## src/rtl/mod_div_pkg.sv

```systemverilog
// Shared widths and state encoding for the restoring divider and its inverse multiplier.
// Both blocks import this so operand widths can never drift apart.
package mod_div_pkg;

   localparam int DIVIDEND_W = 26;
   localparam int DIVISOR_W  = 14;
   localparam int PRODUCT_W  = DIVIDEND_W + DIVISOR_W;
   localparam int COUNT_W    = $clog2(DIVIDEND_W);

   typedef enum logic [1:0] {
      IDLE,
      RUN,
      DONE
   } state_e;

endpackage

```

## src/rtl/mod_multiplier_step.sv

```systemverilog
// One shift-add iteration: conditionally adds the shifted multiplicand, then advances
// the multiplicand left and the multiplier right by one bit.
module mod_multiplier_step
   import mod_div_pkg::*;
(
   input  logic [PRODUCT_W-1:0]  acc_i,
   input  logic [PRODUCT_W-1:0]  mcand_i,
   input  logic [DIVIDEND_W-1:0] mplier_i,
   output logic [PRODUCT_W-1:0]  acc_o,
   output logic [PRODUCT_W-1:0]  mcand_o,
   output logic [DIVIDEND_W-1:0] mplier_o
);

   assign acc_o    = mplier_i[0] ? (acc_i + mcand_i) : acc_i;
   assign mcand_o  = mcand_i << 1;
   assign mplier_o = mplier_i >> 1;

endmodule

```

## src/rtl/mod_multiplier.sv

```systemverilog
// Reconstructs dividend = merchant * divisor + remainder with a fixed-latency shift-add
// engine, and flags operand tuples that no legal division could have produced.
module mod_multiplier
   import mod_div_pkg::*;
(
   input  logic                  clk,
   input  logic                  rst,
   input  logic                  in_valid,
   output logic                  in_ready,
   input  logic [DIVIDEND_W-1:0] merchant,
   input  logic [DIVISOR_W-1:0]  divisor,
   input  logic [DIVISOR_W-1:0]  remainder,
   output logic                  out_valid,
   input  logic                  out_ready,
   output logic [PRODUCT_W-1:0]  product,
   output logic                  tuple_err
);

   localparam logic [COUNT_W-1:0] LAST_COUNT = COUNT_W'(DIVIDEND_W - 1);

   state_e                  state_q;
   logic [PRODUCT_W-1:0]    acc_q;
   logic [PRODUCT_W-1:0]    mcand_q;
   logic [DIVIDEND_W-1:0]   mplier_q;
   logic [COUNT_W-1:0]      count_q;
   logic                    errPend_q;
   logic [PRODUCT_W-1:0]    product_q;
   logic                    tupleErr_q;
   logic                    outValid_q;

   logic [PRODUCT_W-1:0]    acc_d;
   logic [PRODUCT_W-1:0]    mcand_d;
   logic [DIVIDEND_W-1:0]   mplier_d;

   mod_multiplier_step uStep (
      .acc_i    (acc_q),
      .mcand_i  (mcand_q),
      .mplier_i (mplier_q),
      .acc_o    (acc_d),
      .mcand_o  (mcand_d),
      .mplier_o (mplier_d)
   );

   assign in_ready  = (state_q == IDLE);
   assign out_valid = outValid_q;
   assign product   = product_q;
   assign tuple_err = tupleErr_q;

   // The remainder seeds the accumulator so the final add-shift pass yields the full dividend.
   always_ff @(posedge clk) begin
      if (rst) begin
         state_q    <= IDLE;
         acc_q      <= '0;
         mcand_q    <= '0;
         mplier_q   <= '0;
         count_q    <= '0;
         errPend_q  <= 1'b0;
         product_q  <= '0;
         tupleErr_q <= 1'b0;
         outValid_q <= 1'b0;
      end else begin
         case (state_q)
            IDLE: begin
               if (in_valid) begin
                  acc_q     <= {{(PRODUCT_W-DIVISOR_W){1'b0}}, remainder};
                  mcand_q   <= {{(PRODUCT_W-DIVISOR_W){1'b0}}, divisor};
                  mplier_q  <= merchant;
                  count_q   <= '0;
                  errPend_q <= (divisor == '0) || (remainder >= divisor);
                  state_q   <= RUN;
               end
            end
            RUN: begin
               acc_q    <= acc_d;
               mcand_q  <= mcand_d;
               mplier_q <= mplier_d;
               count_q  <= count_q + COUNT_W'(1);
               if (count_q == LAST_COUNT) begin
                  product_q  <= acc_d;
                  tupleErr_q <= errPend_q;
                  outValid_q <= 1'b1;
                  state_q    <= DONE;
               end
            end
            DONE: begin
               if (out_ready) begin
                  outValid_q <= 1'b0;
                  state_q    <= IDLE;
               end
            end
            default: state_q <= IDLE;
         endcase
      end
   end

endmodule

```

## config.mk

```make
export PLATFORM = sky130hd
export DESIGN_NAME = mod_multiplier
export DESIGN_NICKNAME = d
export VERILOG_FILES = /design/src/rtl/mod_div_pkg.sv /design/src/rtl/mod_multiplier_step.sv /design/src/rtl/mod_multiplier.sv
export SDC_FILE = /design/constraint.sdc
export NUM_CORES = 1
export LEC_CHECK = 0
export ABC_AREA = 0
export CAP_MARGIN = 30
export CORE_MARGIN = 2
export CORE_UTILIZATION = 30
export CTS_BUF_LIST = sky130_fd_sc_hd__clkbuf_8 sky130_fd_sc_hd__clkbuf_16
export DETAILED_ROUTE_END_ITERATION = 7
export DONT_BUFFER_PORTS = 1
export GPL_TIMING_DRIVEN = 1
export MAX_ROUTING_LAYER = met4
export PLACE_DENSITY_LB_ADDON = 0.2
export SETUP_SLACK_MARGIN = 0.2
export SLEW_MARGIN = 20
export SYNTH_ARGS = -nofsm -noshare
export SYNTH_HDL_FRONTEND = slang
export SYNTH_SLANG_ARGS = --single-unit
export TNS_END_PERCENT = 30
```

## constraint.sdc

```tcl
create_clock -name clk -period 3.1 [get_ports clk]
set_input_delay 0 -clock clk [delete_from_list [all_inputs] [get_ports clk]]
set_output_delay 0 -clock clk [all_outputs]
set_load 0.01 [all_outputs]
```

# After elaboration in Yosys (flattened, before gate mapping)
# Cells that the tools add are included.
# totals
register_bits	156
input_bits	58
out_inout_bits	43
# op_classes
add_sub_neg	2
n_lt_le_gt_ge	1
n_eq_ne	6
n_mux	16
n_reduce_logical	10
# op_table
operator	n
one-hot mux 40 bit (2 select lines)	2
two-way mux 40 bit	3
one-hot mux 26 bit (2 select lines)	1
adder 40 bit	1
two-way mux 26 bit	1
>= comparator 14 bit	1
zero test 14 bit	1
one-hot mux 5 bit (2 select lines)	1
two-way mux 2 bit	3
inequality test 2 bit (second input constant)	3
one-hot mux 2 bit (3 select lines)	1
AND reduction 2 bit	3
AND reduction 3 bit	2
adder 5 x 1 -> 5 bit (second input constant)	1
equality test 5 bit (second input constant)	1
two-way mux 5 bit	1
nonzero test 2 bit	2
equality test 2 x 1 -> 1 bit (second input constant)	1
equality test 2 bit (second input constant)	1
zero test 2 bit	1
two-way mux 1 bit	2
one-hot mux 1 bit (2 select lines)	1
logical OR 1 bit	1

# Longest topological paths before layout
# Gate-level depths: netlist (run 1).
# logic_depth
depth_word	3
depth_mapped	13

# By module
# From an unflattened synthesis (run 1), not the netlist that was laid out.
# unflattened
hier_cells	1250
hier_area_um2	9615.5
# by_module_without_submodules
module	instances	cells_each	area_each_um2	seq_area_each_um2
mod_multiplier	1	798	6406.1	3123.0
mod_multiplier_step	1	452	3209.3	0.0

# Worst setup path after synthesis (run 1)
# Ideal clock, no wire load.
# synth_timing
path_type	flip-flop to flip-flop
from	register acc_q[0]
to	register product_q[38] (netlist: product[38])
setup_ns	0.091
arrival_time_ns	2.521
required_time_ns	3.009
slack_ns	0.488
stages_incl_launch_ff	14
n_path_buf	0
synth_period_minus_slack_ns	2.612
cell_sequence	dfxtp_1 > ha_1 > inv_1 > fa_1 > nor2b_1 > o2111ai_1 > a21oi_1 > o31a_1 > nor2_1 > nor2_1 > a41oi_1 > nor3_1 > a21oi_1 > a311oi_1
# synth_between
elab_chain_len	2
# synth_rtl
item	line	text
start: declaration	mod_multiplier.sv:22	logic [PRODUCT_W-1:0] acc_q;
start signal: assignment	mod_multiplier.sv:65	acc_q <= {{(PRODUCT_W-DIVISOR_W){1'b0}}, remainder};
adder 40 bit	mod_multiplier_step.sv:14	assign acc_o = mplier_i[0] ? (acc_i + mcand_i) : acc_i;
two-way mux 40 bit	mod_multiplier_step.sv:14	
end signal: assignment	mod_multiplier.sv:58	product_q <= '0;
end signal: assignment	mod_multiplier.sv:79	product_q <= acc_d;
end: declaration	mod_multiplier.sv:27	logic [PRODUCT_W-1:0] product_q;
# Every way passes these cells.
# A chain may end at the register's enable or synchronous reset.

# Final worst setup path (run 1)
# layout_timing
from	register acc_q[1]
to	register product_q[11] (netlist: product[11])
# The elaborated chain is that of the path after synthesis.

==> results of run 1 <==
[cell usage after synthesis, drive strengths merged (8+ instances only)]
| cell type | instances | area share |
|---|---|---|
| a2111oi | 14 | 0.014 |
| a211oi | 35 | 0.031 |
| a21o | 9 | 0.0078 |
| a21oi | 113 | 0.065 |
| a221oi | 13 | 0.013 |
| a22oi | 14 | 0.012 |
| a31oi | 9 | 0.0065 |
| a41oi | 8 | 0.0099 |
| buf | 16 | 0.0078 |
| clkbuf | 61 | 0.027 |
| dfxtp | 156 | 0.36 |
| ha | 55 | 0.080 |
| inv | 23 | 0.010 |
| mux2i | 16 | 0.019 |
| nand2 | 92 | 0.040 |
| nand3 | 46 | 0.027 |
| nand4 | 13 | 0.0094 |
| nor2 | 229 | 0.10 |
| nor2b | 10 | 0.0072 |
| nor3 | 14 | 0.0081 |
| nor4 | 29 | 0.021 |
| o21ai | 39 | 0.023 |
| xnor2 | 20 | 0.020 |
| xor2 | 14 | 0.014 |
[final cells by class]
| type | instances | area, µm² |
|---|---|---|
| clock buffers | 17 | 425 |
| clock inverters | 15 | 223 |
| fillers | 3045 | 17500 |
| inverters | 24 | 90.1 |
| multi-input cells | 862 | 5320 |
| flip-flops and latches | 156 | 3130 |
| well taps | 384 | 480 |
| repair buffers | 138 | 1340 |
[layout by cell type, fill, tap and decap left out, types with 9 or more instances in the layout]
cell	netlist	routed
nor2_1	229	228
a211oi_1	34	31
xor2_1	14	14
buf_4	1	26
dfxtp_1	156	150
a221oi_1	13	13
nor4_1	29	29
dlygate4sd3_1	0	110
a2111oi_0	14	14
nand4_1	13	13
xnor2_1	20	17
nand3_1	46	46
a22oi_1	14	14
mux2i_1	16	16
clkbuf_16	0	17
a21o_1	9	9
inv_1	23	26
nor3_1	14	14
ha_1	55	49
a21oi_1	113	110
nand2_1	92	91
o21ai_0	37	32
[per-layer routing]
metal / GRT usage / part of all wire / vias to the layer above
met4: 0.0427 / 0.011 / 0
met2: 0.311 / 0.48 / 165
met1: 0.234 / 0.45 / 3991
li1: - / - / 4167
met3: 0.0434 / 0.053 / 25
met5: - / 0 / -
[through the flow]
step	instances	power, W
2_1_floorplan	1119	0.00255
3_3_place_gp	1452	0.00268
3_5_place_dp	1452	0.00268
4_1_cts	1595	0.00515
5_1_grt	1596	0.00534
6_report	1596	0.00511
[cell families (layout without fill, tap and decap cells)]
| kind of cell | Yosys count | after routing |
|---|---|---|
| simple gates | 460 | 460 |
| fa+ha+maj | 56 | 56 |
| mux | 19 | 19 |
| compound gates | 293 | 293 |
| xor+xnor | 34 | 34 |
| flops | 156 | 156 |
| buf+inv | 101 | 194 |
[sequential cells by signal, summed over array words and instances, names as in the netlist, 2 cells and up]
signal,flops
mcand_q,40
count_q,5
acc_q,40
state_q,2
product,40
mplier_q,26
[power by group]
group | internal, W | switching (W) | total (W)
sequential | 0.00207 | 0.0000484 | 0.00212
combinational | 0.000271 | 0.000373 | 0.000644
clock | 0.00143 | 0.000918 | 0.00235
total | 0.00378 | 0.00134 | 0.00511
[critical path, stage by stage (launching register included)]
cell and delay (ps):
dfxtp_2 340, ha_1 290, a21o_1 190, and4_1 230
o21a_2 240, a41oi_2 220, buf_4 170, xnor2_1 60
mux2i_1 290, a211oi_1 120, dlygate4sd3_1 560
[how the worst max path moves through the flow]
stage,to,slack (ps),cells past startpoint
CTS,product[35]$_SDFFE_PP0P_,140,11
global placement,product[24]$_SDFFE_PP0P_,170,12
floorplan,product[38]$_SDFFE_PP0P_,490,13
detailed placement,product[37]$_SDFFE_PP0P_,80,11
finish,product[11]$_SDFFE_PP0P_,290,10
global route,product[24]$_SDFFE_PP0P_,140,12
[repair_timing]
action,CTS,global route
endpoints found under the setup margin,8,36
hold endpoints to repair,156,0
resized for setup,2,44
hold buffers,111,0
pin swaps,0,17
buffers inserted,0,1
==> flow_metrics.tcl, run 1 <==
set metrics [dict create \
    worstSkewPairLatency_ps 440 \
    r2r_slack_ps 290 \
    grt-ovfl-total 0 \
    drive_above_1_share 0.0891 \
    cts_sinks 156 \
    timing.hold.ws_ps 50.9 \
    power.density_nw_per_um2 464 \
    die_x_um 174 \
    dp_hpwl_um 17700 \
    critPathCaptureType "flop" \
    ys_seq_elements 156 \
    synthAdderAreaFrac 0.0820 \
    cts_buffers 17 \
    synth_edf_count 0 \
    antenna_cells 0 \
    synth_simple_gate_area_share 0.234 \
    clock-root-buffer "clkbuf_16" \
    cap_violations 0 \
    initial_utilization 0.303 \
    vias_per_cell 5.23 \
    hold_viol 0 \
    min_to "errPend_q$_SDFFE_PP0P_" \
    synth_compound_area_frac 0.221 \
    io_pins 101 \
    final_util 0.386 \
    dpl-instance-area_um2 9040 \
    postSynthAreaPerCell_um2 7.72 \
    finalSetupTns_ps 0 \
    critPathMaxFanout 4 \
    synth.distinct_cells 57 \
    htreeDepth 4 \
    area_growth_pct 27.5 \
    io_buffers 0 \
    seq_area_frac_synth 0.362 \
    nets 1313 \
    synth-xor-area-share 0.0345 \
    synthFlopType "dfxtp_1" \
    final_area_um2 11000 \
    fp.dieH_um 174 \
    r2r-end "product[11]$_SDFFE_PP0P_" \
    antenna_found_initial 0 \
    reg2reg_depth 10 \
    outcome "finished, final reports clean" \
    slew_viol_final 0 \
    first_pass_iters 7 \
    worst_pin_slew_ps 732 \
    vdd_drop_max_mv 0.273 \
    worstHoldStart "divisor[9]" \
    worstSetupStartpoint "acc_q[1]$_SDFFE_PP0P_" \
    cts_tree "yes" \
    muxShareOfSynthArea 0.0225 \
    fin_crit_ps 2810 \
    netlist_instances 1119 \
    vias 8348 \
    crit_path_start_kind "flop" \
    async_flop_share 0 \
    synth_top_family_by_area "simple AND/OR/NAND/NOR gates" \
    max_freq_mhz 356 \
    clockBufferDepth 2 \
    drc 0 \
    path_class "reg -> reg" \
    rsz0062_at_grt "yes" \
    final.setup_skew_ps 15.2 \
    row_count 62 \
    grt_max_degree 100 \
    drtAntennaViolNets 0 \
    worstHoldPathType "in -> reg" \
    setup_ws_ps 290 \
    max-slew-margin-rel 0.511 \
    place.gp.congestion 0.854 \
    setup-violations-final 0 \
    core_um2 28500 \
    hold_path_depth 4 \
    path_clk_slew_ps 70 \
    cp_data_required_time_ps 3420 \
    arrival_ps 3130 \
    ys.warnings.count 0 \
    globalRouteTotalUtil 0.188 \
    period_share 0.906 \
    p_leak_nw 4.36 \
    grt_pass1_wl_um 44800 \
    dr.first_iter.drc_count 396 \
    synth.cell_area_um2 8640 \
    synth_nets 1233 \
    die-area_um2 30200 \
    wl_um 27200 \
    rr_startpoint "acc_q[1]$_SDFFE_PP0P_" \
    post-place-ws_ps 83.4 \
    drt-wirelength-per-cell_um 17.0 \
    grt_pass1_vias 8370 \
]
(Power assumes the default switching activity.)
==> inputs of run 2 (changes only) <==
==> constraint.sdc (replaced) <==
create_clock -name clk -period 2.57 [get_ports clk]
set_input_delay 0 -clock clk [delete_from_list [all_inputs] [get_ports clk]]
set_output_delay 0 -clock clk [all_outputs]
set_load 0.01 [all_outputs]
==> run 2 against run 1 <==
Net effect: the run now ends with negative hold slack, negative setup slack left; setup slack worse by 430 ps; die area stayed put; clock-buffer cell count is 2 higher; global-route usage is 0.071 points higher; wire length is 2.3% higher; via count is 2.0% higher; flip-flop and latch count stayed put; total power is 18% higher; sequential share of layout area is 1.5 points lower; highest routed layer unchanged.
==> flow_metrics.tcl, run 2 (same netlist as run 1, synthesis figures left out) <==
set metrics [dict create \
    outcome "finished, violations left" \
    violations "negative hold slack, negative setup slack" \
    worstSetupStartpoint "acc_q[0]$_SDFFE_PP0P_" \
    arrival_ps 3060 \
    max-slew-margin-rel 0.633 \
    core_um2 28500 \
    final.setup_skew_ps 14.0 \
    hold_viol 116 \
    p_leak_nw 4.58 \
    dp_hpwl_um 18700 \
    grt_pass1_vias 8476 \
    cap_violations 0 \
    cts_sinks 156 \
    rr_startpoint "acc_q[0]$_SDFFE_PP0P_" \
    worstSkewPairLatency_ps 430 \
    max_freq_mhz 369 \
    critPathMaxFanout 3 \
    rsz0062_at_grt "yes" \
    dr.first_iter.drc_count 416 \
    slew_viol_final 0 \
    wl_um 27800 \
    place.gp.congestion 0.829 \
    layout.cells.non_filler 1642 \
    drt-wirelength-per-cell_um 16.9 \
    netSwitchingFraction 0.277 \
    fp.dieH_um 174 \
    total_power_w 0.00605 \
    path_class "reg -> reg" \
    initial_utilization 0.303 \
    r2r-end "product[24]$_SDFFE_PP0P_" \
    drc 0 \
    die_x_um 174 \
    clockBufferDepth 2 \
    clock_power_share 0.442 \
    htreeDepth 4 \
    power.density_nw_per_um2 520 \
    io_buffers 0 \
    sequentialPowerShare 0.422 \
    vdd_drop_max_mv 0.385 \
    period_share 1.05 \
    antenna_cells 0 \
    drtAntennaViolNets 0 \
    io_pins 101 \
    mostFrequentLayoutCells "nor2_1 (220), dfxtp_1 (148), buf_4 (130)" \
    crit_end "product[24]$_SDFFE_PP0P_" \
    vias_per_cell 5.18 \
    drive_above_1_share 0.229 \
    path_clk_slew_ps 70 \
    area_growth_pct 34.8 \
    nets 1359 \
    intPower_w 0.00437 \
    grt_pass1_wl_um 45000 \
    r2r_slack_ps -140 \
    worst_pin_slew_ps 549 \
    antenna_found_initial 0 \
    p_switching_w 0.00168 \
    critPathCaptureType "flop" \
    globalRouteTotalUtil 0.189 \
    p_comb_frac 0.136 \
    reg2reg_depth 12 \
    cts_tree "yes" \
    clock-root-buffer "clkbuf_16" \
    grt-ovfl-total 0 \
    holdBufCountCts 43 \
    vias 8511 \
    fin_crit_ps 2710 \
    timing.hold.ws_ps -358 \
    worstHoldPathType "in -> reg" \
    final_area_um2 11600 \
    cts_buffers 17 \
    die-area_um2 30200 \
    final_common_cell "nor2_1" \
    cp_data_required_time_ps 2920 \
    setup_ws_ps -138 \
    first_pass_iters 4 \
    setup-violations-final 11 \
    crit_path_start_kind "flop" \
    dp_cells 1555 \
    row_count 62 \
    dpl-instance-area_um2 9920 \
    final_util 0.408 \
    grt_max_degree 160 \
]
run 2: through the flow:
step                      setup TNS [ps]  setup WS, ps
final                               -461          -138
after global routing               -4440          -281
after CTS                           -429         -95.7
after detailed placement            -776          -129
after global placement              -641          -128
after floorplan                        0          91.2
run 2: how the worst min path moves through the flow:
stage                           from                         to  cells past startpoint
after detailed placement         rst    count_q[1]$_SDFFE_PP0P_                      1
after global routing             rst  mplier_q[16]$_SDFFE_PP0P_                      1
after global placement           rst  mplier_q[18]$_SDFFE_PP0P_                      1
after CTS                        rst   mplier_q[9]$_SDFFE_PP0P_                      1
after floorplan           divisor[0]    mcand_q[0]$_SDFFE_PP0P_                      2
final                            rst  mplier_q[17]$_SDFFE_PP0P_                      1
run 2: layout make-up:
cell class	instances	area (µm²)
clock buffer	19	453
clock inverter	13	151
fill	3011	16900
inverter	24	93.8
multi-input combinational	862	5770
sequential	156	3140
tap	384	480
timing repair buffer	184	1560
run 2: power by group through the flow:
stage | combinational (W) | clock (W) | sequential [W]
floorplan | 0.000501 | 0 | 0.00260
global placement | 0.000752 | 0 | 0.00260
detailed placement | 0.000758 | 0 | 0.00260
CTS | 0.000801 | 0.00273 | 0.00255
global route | 0.000915 | 0.00285 | 0.00256
finish | 0.000821 | 0.00268 | 0.00255
run 2: per-layer routing:
metal  global-route usage  share of wire
met5                    -              0
met4               0.0487          0.013
met3               0.0342          0.035
met2                0.309           0.48
met1                0.241           0.47
run 2: what timing repair did:
action                     4_1_cts  5_1_grt
setup endpoints to repair       52      119
hold endpoints to repair       156      116
gates resized for setup         53       61
pin swaps                       46       40
setup buffers                    9        3
run 2: worst max-delay path, stage by stage (launching register included):
cell and delay (ps):
dfxtp_2 350, ha_4 140, inv_2 30, fa_2 330, nor2b_2 150, o2111ai_2 130
a21oi_2 260, o31ai_2 110, o31a_1 300, o31ai_2 240, xor2_1 280, nand2_1 120
a211oi_2 190
